File: src/rtl/dalu_seq.sv
// dalu_seq: request sequencer in front of the 16-bit dALU.
//
// Accepts one request at a time. Narrow (16-bit) requests are issued to the
// ALU unchanged. Wide (32-bit) ADD/SUB requests run as two ALU passes: the
// low word with ADD/SUB, then the high word with ADC/SUC carrying the
// low-word carry/borrow. Any other wide op is rejected with done+err.
// Whenever no pass is executing, the sequencer drives OP_NOP to the ALU.
//
// Optional feature macro: DALU_SEQ_CMP32_EN
//   Defined: wide CMP (op 9) runs SUB low / SUC high as an unsigned compare.
//   Undefined: wide CMP is rejected like any other illegal wide op.
//
// Parameters:
//   OP_NOP  - ALU op code that performs no update
//   ALU_LAT - edges from the ALU op-sampling edge until its outputs may be
//             captured (1..3)
//
// Ports:
//   clk, rst                 - clock, synchronous active-high reset
//   start, wide, op, a, b,
//   cf_in                    - request; sampled only when accepted (busy=0)
//   busy, done, err          - in-flight flag, completion/reject pulses
//   result, c_out, z_out,
//   o_out                    - registered result and flags
//   alu_a, alu_b, alu_op,
//   alu_cf                   - registered ALU inputs
//   alu_acc, alu_c,
//   alu_c_flag, alu_z_flag,
//   alu_o_flag               - ALU outputs
module dalu_seq #(
  parameter logic [7:0] OP_NOP  = 8'h00,
  parameter int         ALU_LAT = 1
) (
  input  logic        clk,
  input  logic        rst,
  input  logic        start,
  input  logic        wide,
  input  logic [7:0]  op,
  input  logic [31:0] a,
  input  logic [31:0] b,
  input  logic        cf_in,
  output logic        busy,
  output logic        done,
  output logic        err,
  output logic [31:0] result,
  output logic        c_out,
  output logic        z_out,
  output logic        o_out,
  output logic [15:0] alu_a,
  output logic [15:0] alu_b,
  output logic [7:0]  alu_op,
  output logic        alu_cf,
  input  logic [15:0] alu_acc,
  input  logic [15:0] alu_c,
  input  logic        alu_c_flag,
  input  logic        alu_z_flag,
  input  logic        alu_o_flag
);

  localparam logic [7:0] OP_ADD  = 8'd1;
  localparam logic [7:0] OP_ADC  = 8'd2;
  localparam logic [7:0] OP_SUB  = 8'd3;
  localparam logic [7:0] OP_SUC  = 8'd4;
  localparam logic [7:0] OP_MUL6 = 8'd6;
  localparam logic [7:0] OP_DIV6 = 8'd8;
`ifdef DALU_SEQ_CMP32_EN
  localparam logic [7:0] OP_CMP  = 8'd9;
`endif
  localparam logic [1:0] LAT_LAST = 2'(ALU_LAT);

  typedef enum logic [2:0] {
    ST_IDLE    = 3'd0,
    ST_LO_EXEC = 3'd1,
    ST_LO_WAIT = 3'd2,
    ST_HI_EXEC = 3'd3,
    ST_HI_WAIT = 3'd4
  } state_t;

  // Wide requests that the two-pass sequence can carry out.
  function automatic logic wide_legal(input logic [7:0] f);
`ifdef DALU_SEQ_CMP32_EN
    return (f == OP_ADD) || (f == OP_SUB) || (f == OP_CMP);
`else
    return (f == OP_ADD) || (f == OP_SUB);
`endif
  endfunction

  // Op issued for the first pass; a wide compare is a low-word subtract.
  function automatic logic [7:0] first_op(input logic w, input logic [7:0] f);
`ifdef DALU_SEQ_CMP32_EN
    return (w && (f == OP_CMP)) ? OP_SUB : f;
`else
    return (w ? f : f);
`endif
  endfunction

  state_t      state_r, state_s;
  logic [1:0]  cnt_r, cnt_s;
  logic        wide_r, wide_s;
  logic [7:0]  op_r, op_s;
  logic [31:0] a_r, a_s;
  logic [31:0] b_r, b_s;
  logic [15:0] lo_r, lo_s;
  logic        zl_r, zl_s;
  logic        cl_r, cl_s;
  logic        busy_s, done_s, err_s;
  logic [31:0] result_s;
  logic        c_s, z_s, o_s;
  logic [15:0] alu_a_s, alu_b_s;
  logic [7:0]  alu_op_s;
  logic        alu_cf_s;
  logic        lat_hit_s, lo_cl_s, hi_cy_s, hi_eq_s;

  // Next-state and next-output logic for the sequencer.
  always_comb begin
    state_s  = state_r;
    cnt_s    = cnt_r;
    wide_s   = wide_r;
    op_s     = op_r;
    a_s      = a_r;
    b_s      = b_r;
    lo_s     = lo_r;
    zl_s     = zl_r;
    cl_s     = cl_r;
    busy_s   = busy;
    done_s   = 1'b0;
    err_s    = 1'b0;
    result_s = result;
    c_s      = c_out;
    z_s      = z_out;
    o_s      = o_out;
    alu_a_s  = alu_a;
    alu_b_s  = alu_b;
    alu_op_s = OP_NOP;
    alu_cf_s = alu_cf;

    lat_hit_s = (cnt_r == LAT_LAST);
    // The ALU sign-extends its operands, so its carry flag is not the
    // unsigned word carry; derive carry/borrow from the operands instead.
    lo_cl_s = (op_r == OP_ADD) ? (alu_acc < a_r[15:0]) : (a_r[15:0] < b_r[15:0]);
    hi_eq_s = (a_r[31:16] == b_r[31:16]);
    hi_cy_s = (op_r == OP_ADD) ?
              ((alu_acc < a_r[31:16]) | ((alu_acc == a_r[31:16]) & cl_r)) :
              ((a_r[31:16] < b_r[31:16]) | (hi_eq_s & cl_r));

    case (state_r)
      ST_IDLE: begin
        if (start) begin
          if (!wide || wide_legal(op)) begin
            wide_s   = wide;
            op_s     = op;
            a_s      = a;
            b_s      = b;
            alu_a_s  = a[15:0];
            alu_b_s  = b[15:0];
            alu_op_s = first_op(wide, op);
            alu_cf_s = wide ? 1'b0 : cf_in;
            busy_s   = 1'b1;
            state_s  = ST_LO_EXEC;
          end else begin
            result_s = 32'h0000_0000;
            done_s   = 1'b1;
            err_s    = 1'b1;
          end
        end else begin
          state_s = ST_IDLE;
        end
      end
      ST_LO_EXEC: begin
        cnt_s   = 2'd0;
        state_s = ST_LO_WAIT;
      end
      ST_LO_WAIT: begin
        if (!lat_hit_s) begin
          cnt_s = cnt_r + 2'd1;
        end else if (!wide_r) begin
          result_s = {((op_r == OP_MUL6) || (op_r == OP_DIV6)) ? alu_c : 16'h0000, alu_acc};
          c_s      = alu_c_flag;
          z_s      = alu_z_flag;
          o_s      = alu_o_flag;
          done_s   = 1'b1;
          busy_s   = 1'b0;
          state_s  = ST_IDLE;
        end else begin
          lo_s     = alu_acc;
          zl_s     = alu_z_flag;
          cl_s     = lo_cl_s;
          alu_a_s  = a_r[31:16];
          alu_b_s  = b_r[31:16];
          alu_op_s = (op_r == OP_ADD) ? OP_ADC : OP_SUC;
          alu_cf_s = lo_cl_s;
          state_s  = ST_HI_EXEC;
        end
      end
      ST_HI_EXEC: begin
        cnt_s   = 2'd0;
        state_s = ST_HI_WAIT;
      end
      ST_HI_WAIT: begin
        if (!lat_hit_s) begin
          cnt_s = cnt_r + 2'd1;
        end else begin
          result_s = {alu_acc, lo_r};
          c_s      = hi_cy_s;
          z_s      = zl_r & alu_z_flag;
          o_s      = alu_o_flag;
`ifdef DALU_SEQ_CMP32_EN
          if (op_r == OP_CMP) begin
            o_s = ~hi_cy_s & ~(zl_r & alu_z_flag);
          end else begin
            o_s = alu_o_flag;
          end
`endif
          done_s   = 1'b1;
          busy_s   = 1'b0;
          state_s  = ST_IDLE;
        end
      end
      default: begin
        busy_s  = 1'b0;
        state_s = ST_IDLE;
      end
    endcase
  end

  // State, request copy and registered outputs.
  always_ff @(posedge clk) begin
    if (rst) begin
      state_r <= ST_IDLE;
      cnt_r   <= 2'd0;
      wide_r  <= 1'b0;
      op_r    <= 8'h00;
      a_r     <= 32'h0000_0000;
      b_r     <= 32'h0000_0000;
      lo_r    <= 16'h0000;
      zl_r    <= 1'b0;
      cl_r    <= 1'b0;
      busy    <= 1'b0;
      done    <= 1'b0;
      err     <= 1'b0;
      result  <= 32'h0000_0000;
      c_out   <= 1'b0;
      z_out   <= 1'b0;
      o_out   <= 1'b0;
      alu_a   <= 16'h0000;
      alu_b   <= 16'h0000;
      alu_op  <= OP_NOP;
      alu_cf  <= 1'b0;
    end else begin
      state_r <= state_s;
      cnt_r   <= cnt_s;
      wide_r  <= wide_s;
      op_r    <= op_s;
      a_r     <= a_s;
      b_r     <= b_s;
      lo_r    <= lo_s;
      zl_r    <= zl_s;
      cl_r    <= cl_s;
      busy    <= busy_s;
      done    <= done_s;
      err     <= err_s;
      result  <= result_s;
      c_out   <= c_s;
      z_out   <= z_s;
      o_out   <= o_s;
      alu_a   <= alu_a_s;
      alu_b   <= alu_b_s;
      alu_op  <= alu_op_s;
      alu_cf  <= alu_cf_s;
    end
  end

endmodule

File: config.mk
export PLATFORM = sky130hd
export DESIGN_NAME = dalu_seq
export DESIGN_NICKNAME = d
export VERILOG_FILES = /design/src/rtl/dalu_seq.sv
export SDC_FILE = /design/constraint.sdc
export NUM_CORES = 1
export LEC_CHECK = 0
export ABC_CLOCK_PERIOD_IN_PS = 2400
export CORE_MARGIN = 8
export CORE_UTILIZATION = 38
export CTS_BUF_LIST = sky130_fd_sc_hd__clkbuf_16
export CTS_CLUSTER_DIAMETER = 100
export DETAILED_ROUTE_END_ITERATION = 12
export GPL_TIMING_DRIVEN = 0
export PLACE_DENSITY = 0.67
export SLEW_MARGIN = 20
export SYNTH_ARGS = -nofsm -noshare
export SYNTH_HDL_FRONTEND = slang
export SYNTH_SLANG_ARGS = --single-unit
File: constraint.sdc
create_clock -name clk -period 2.4 [get_ports clk]
set_clock_uncertainty 0.15 [all_clocks]
set_input_delay 0.48 -clock clk [delete_from_list [all_inputs] [get_ports clk]]
set_output_delay 0.48 -clock clk [all_outputs]
set_load 0.01 [all_outputs]
==> metrics.txt <==
period utilization=0.955; met2 Resource Use GR=0.330; Worst path depth=8; total CTS buffers=17; initial antenna violation count=0; clk sinks=175; die width=166 um; register area=3510 sq um; Detailed Place HPWL=23,500 um; syn_nets=1,240; crit-path max FO=5; Setup WS pre-CTS=-0.711 ns; CP bufs+invs=1; clk root buf=clkbuf_16; final hold violations=0; drt drc=0; CP Data Required Time=2.61 ns; r2r startpoint=state_r[0]; gr usage total=0.217; WHS=~0.23 ns; critical path's top delay family=compound AO/OA/AOI/OAI gates; Area growth syn-to-layout=36.3%; wire per inst=19.2 um; Cell Pwr Density=between 600 and 700 nW/um^2; Clock transition at path regs=approximately 0.070 ns; Fill cells=2,147; DR vias=8,483; max cap viols=0; Via-to-Cell Ratio=5.36; worst skew pair latency=0.45 ns; CP peak stage delay=around 0.46 ns; gr ovfl total=0; Slew Viols, Final=0; FMAX=around 440 MHz; layout cells sized above 1=0.0947; VDD IR-drop max=just over 400 uV; final setup violating endpoints=0; Synth cell types=48; Syn Std Cell Area=8560 sq um; ANT cells=0; CP arrival=about 2.5 ns; Min-Delay Path Class=input pin to register; reg2reg end=alu_a[15]; Most Crowded Layer GR=met2; Rel. slew slack=0.504; die height=~170 um; final wirelength=around 30,000 um; Port Buffer Count=189; Crit. End Element=register; # H-tree levels=4; fraction of registers with async set/reset=0; min Tclk post-route=~2.3 ns; worst path cell trace=dlygate4sd2_1, ha_1, a21oi_1, a31oi_1, a2111oi_1, o211ai_1, o21a_1, a211oi_1; R2R Setup Slk=~0.14 ns; slowest CP cell=dlygate4sd2_1; Yosys warning count=0; outcome=complete, no violations; Starting Density=0.383; Setup crit start=alu_acc[7]; cells after synthesis=1,065; flops & latches, synth=175; largest net degree at the start of global routing=17; ys flop type=dfxtp_1; number of routed nets with antenna violations=0; Final WS setup=0.107 ns; Ports=191; initial DRC count=843; GR Util met3=0.0511; Core Rows=55; Core Util, Final=0.521; TritonCTS clock tree=yes; Avg Inst Size Synth=approximately 8 sq um; Leakage=0.00426 uW; Die ar.=27,600 sq um; Startpoint Class=input pin; Post-synth EDFFs=0; FF-to-FF path depth=10; Final Wtd Congestion=0.918; number of global-route vias before repair=8,196; area of the multi-input gates=4500 sq um; GR Util met1=0.290; end of the critical path=cl_r; first-pass GRT wire length=46,600 um; CTS Hold Bufs=0; nets=approximately 1,500; Initial DRT Pass Iterations=5; placeable core area=~22,000 sq um; Least-Margin Pin Slew=0.744 ns; Seq/Total Area, Yosys=0.409; Clock Path Buffers=2; Setup Crit Path Kind=input pin to register
==> cells in the mapped netlist, drive strengths merged, types with 2 or more instances <==
cell / instances / share of area
buf: 23 / 0.019
nor3: 10 / 0.0064
a31oi: 4 / 0.0029
a2111oi: 4 / 0.0041
nor2: 84 / 0.037
o21ai: 53 / 0.031
inv: 67 / 0.029
dfxtp: 175 / 0.41
o21a: 3 / 0.0026
nand4: 11 / 0.0080
and3: 9 / 0.0066
nand2: 231 / 0.10
nand2b: 8 / 0.0058
clkbuf: 54 / 0.024
a211oi: 37 / 0.033
o211ai: 2 / 0.0018
nor2b: 4 / 0.0029
a21oi: 116 / 0.068
or3: 3 / 0.0022
a311oi: 32 / 0.047
a22oi: 33 / 0.029
and4: 2 / 0.0020
a21o: 5 / 0.0044
nand3: 4 / 0.0023
ha: 63 / 0.092
o22ai: 2 / 0.0015
a21boi: 3 / 0.0026
mux2i: 3 / 0.0035
nor4: 3 / 0.0022
or2: 3 / 0.0022
and2: 3 / 0.0022
==> power breakdown <==
part           internal [uW]  switching (uW)  total, uW
sequential              3060             127       3190
clock                   1650            1270       2920
combinational            661             727       1390
total                   5380            2120       7500
==> logic make-up (layout without fill, tap and decap cells) <==
logic type                 after synthesis  after routing  synth area share
muxes                                    3              3           0.00351
and+or+nand+nor                        378            378             0.184
adders and majority gates               63             63            0.0921
AOI/OAI and AO/OA                      302            302             0.238
DFF                                    175            175             0.409
buffers and inverters                  144            378            0.0725
==> worst min path at each step <==
stage	depth (start not counted)	from	to
floorplan	2	zl_r	zl_r
CTS	3	op[7]	op_r[7]
detailed placement	2	lo_r[4]	lo_r[4]
finish	3	op[0]	op_r[0]
global placement	2	zl_r	zl_r
global route	3	op[0]	op_r[0]
==> layout make-up <==
type                       count  share of cell area
buffer                        76              0.0362
clock buffer                  17              0.0365
clock inverter                15              0.0157
inverter                      67              0.0216
multi-input combinational    746               0.386
sequential                   175               0.301
tap                          285              0.0306
timing repair buffer         203               0.173
==> sequential cells by signal, indices dropped and copies added (netlist names) <==
signal   count
b_r         32
a_r         32
wide_r       1
alu_b       16
done         1
state_r      3
o_out        1
alu_a       16
op_r         8
alu_cf       1
zl_r         1
busy         1
cl_r         1
z_out        1
c_out        1
result      32
lo_r        16
alu_op       8
cnt_r        2
err          1
==> through the flow <==
stage | power [uW] | std cells | TNS [ns] | instance area, sq um
2_1_floorplan | 3910 | 1065 | 0 | 8560
3_3_place_gp | 4560 | 1539 | -95.26 | 10800
3_5_place_dp | 4580 | 1539 | -97.56 | 10800
4_1_cts | 7500 | 1584 | 0 | 11600
5_1_grt | 7800 | 1584 | -0.0157 | 11700
6_report | 7500 | 1584 | 0 | 11700
==> what timing repair did <==
item | CTS | global route
gates resized for setup | 49 | 33
pin swaps | 5 | 3
setup endpoints to repair | 160 | 138
cloned | 1 | 0
setup buffers | 12 | 1
==> layer usage <==
layer / vias up / routed length, um
li1: 4147 / -
met1: 3898 / 13700
met2: 369 / 13200
met3: 69 / 2430
met4: 0 / 1070
met5: - / 0
==> tightest hold or removal path: cells and delay by family <==
family	cells	cell delay, ns
AND/OR/NAND/NOR	1	0.08
AO/OA/AOI/OAI	1	0.05
buffers and inverters	1	0.17
==> cell usage in the layout, fill, tap and decap left out, types with 3 or more instances in the layout <==
cell,count
nand2_1,231
inv_6,5
a22oi_1,33
dlymetal6s2s_1,9
nor3_1,9
nand3_1,4
o21ai_0,52
and2_1,3
a21oi_1,115
nand2b_1,7
mux2i_1,3
inv_1,68
buf_6,12
clkdlybuf4s50_1,167
a311oi_2,20
clkbuf_16,17
dfxtp_1,171
nand4_1,11
ha_1,63
a21boi_0,3
and3_1,9
nor2b_1,3
clkbuf_1,35
nor2_1,83
dlygate4sd2_1,12
clkbuf_2,17
a211oi_1,35
dfxtp_2,4
a311oi_1,12
buf_2,8
o21a_1,3
buf_4,17
a31oi_1,4
a21o_1,5
bufinv_16,3
Note: power is estimated with default switching activity, not from simulation.
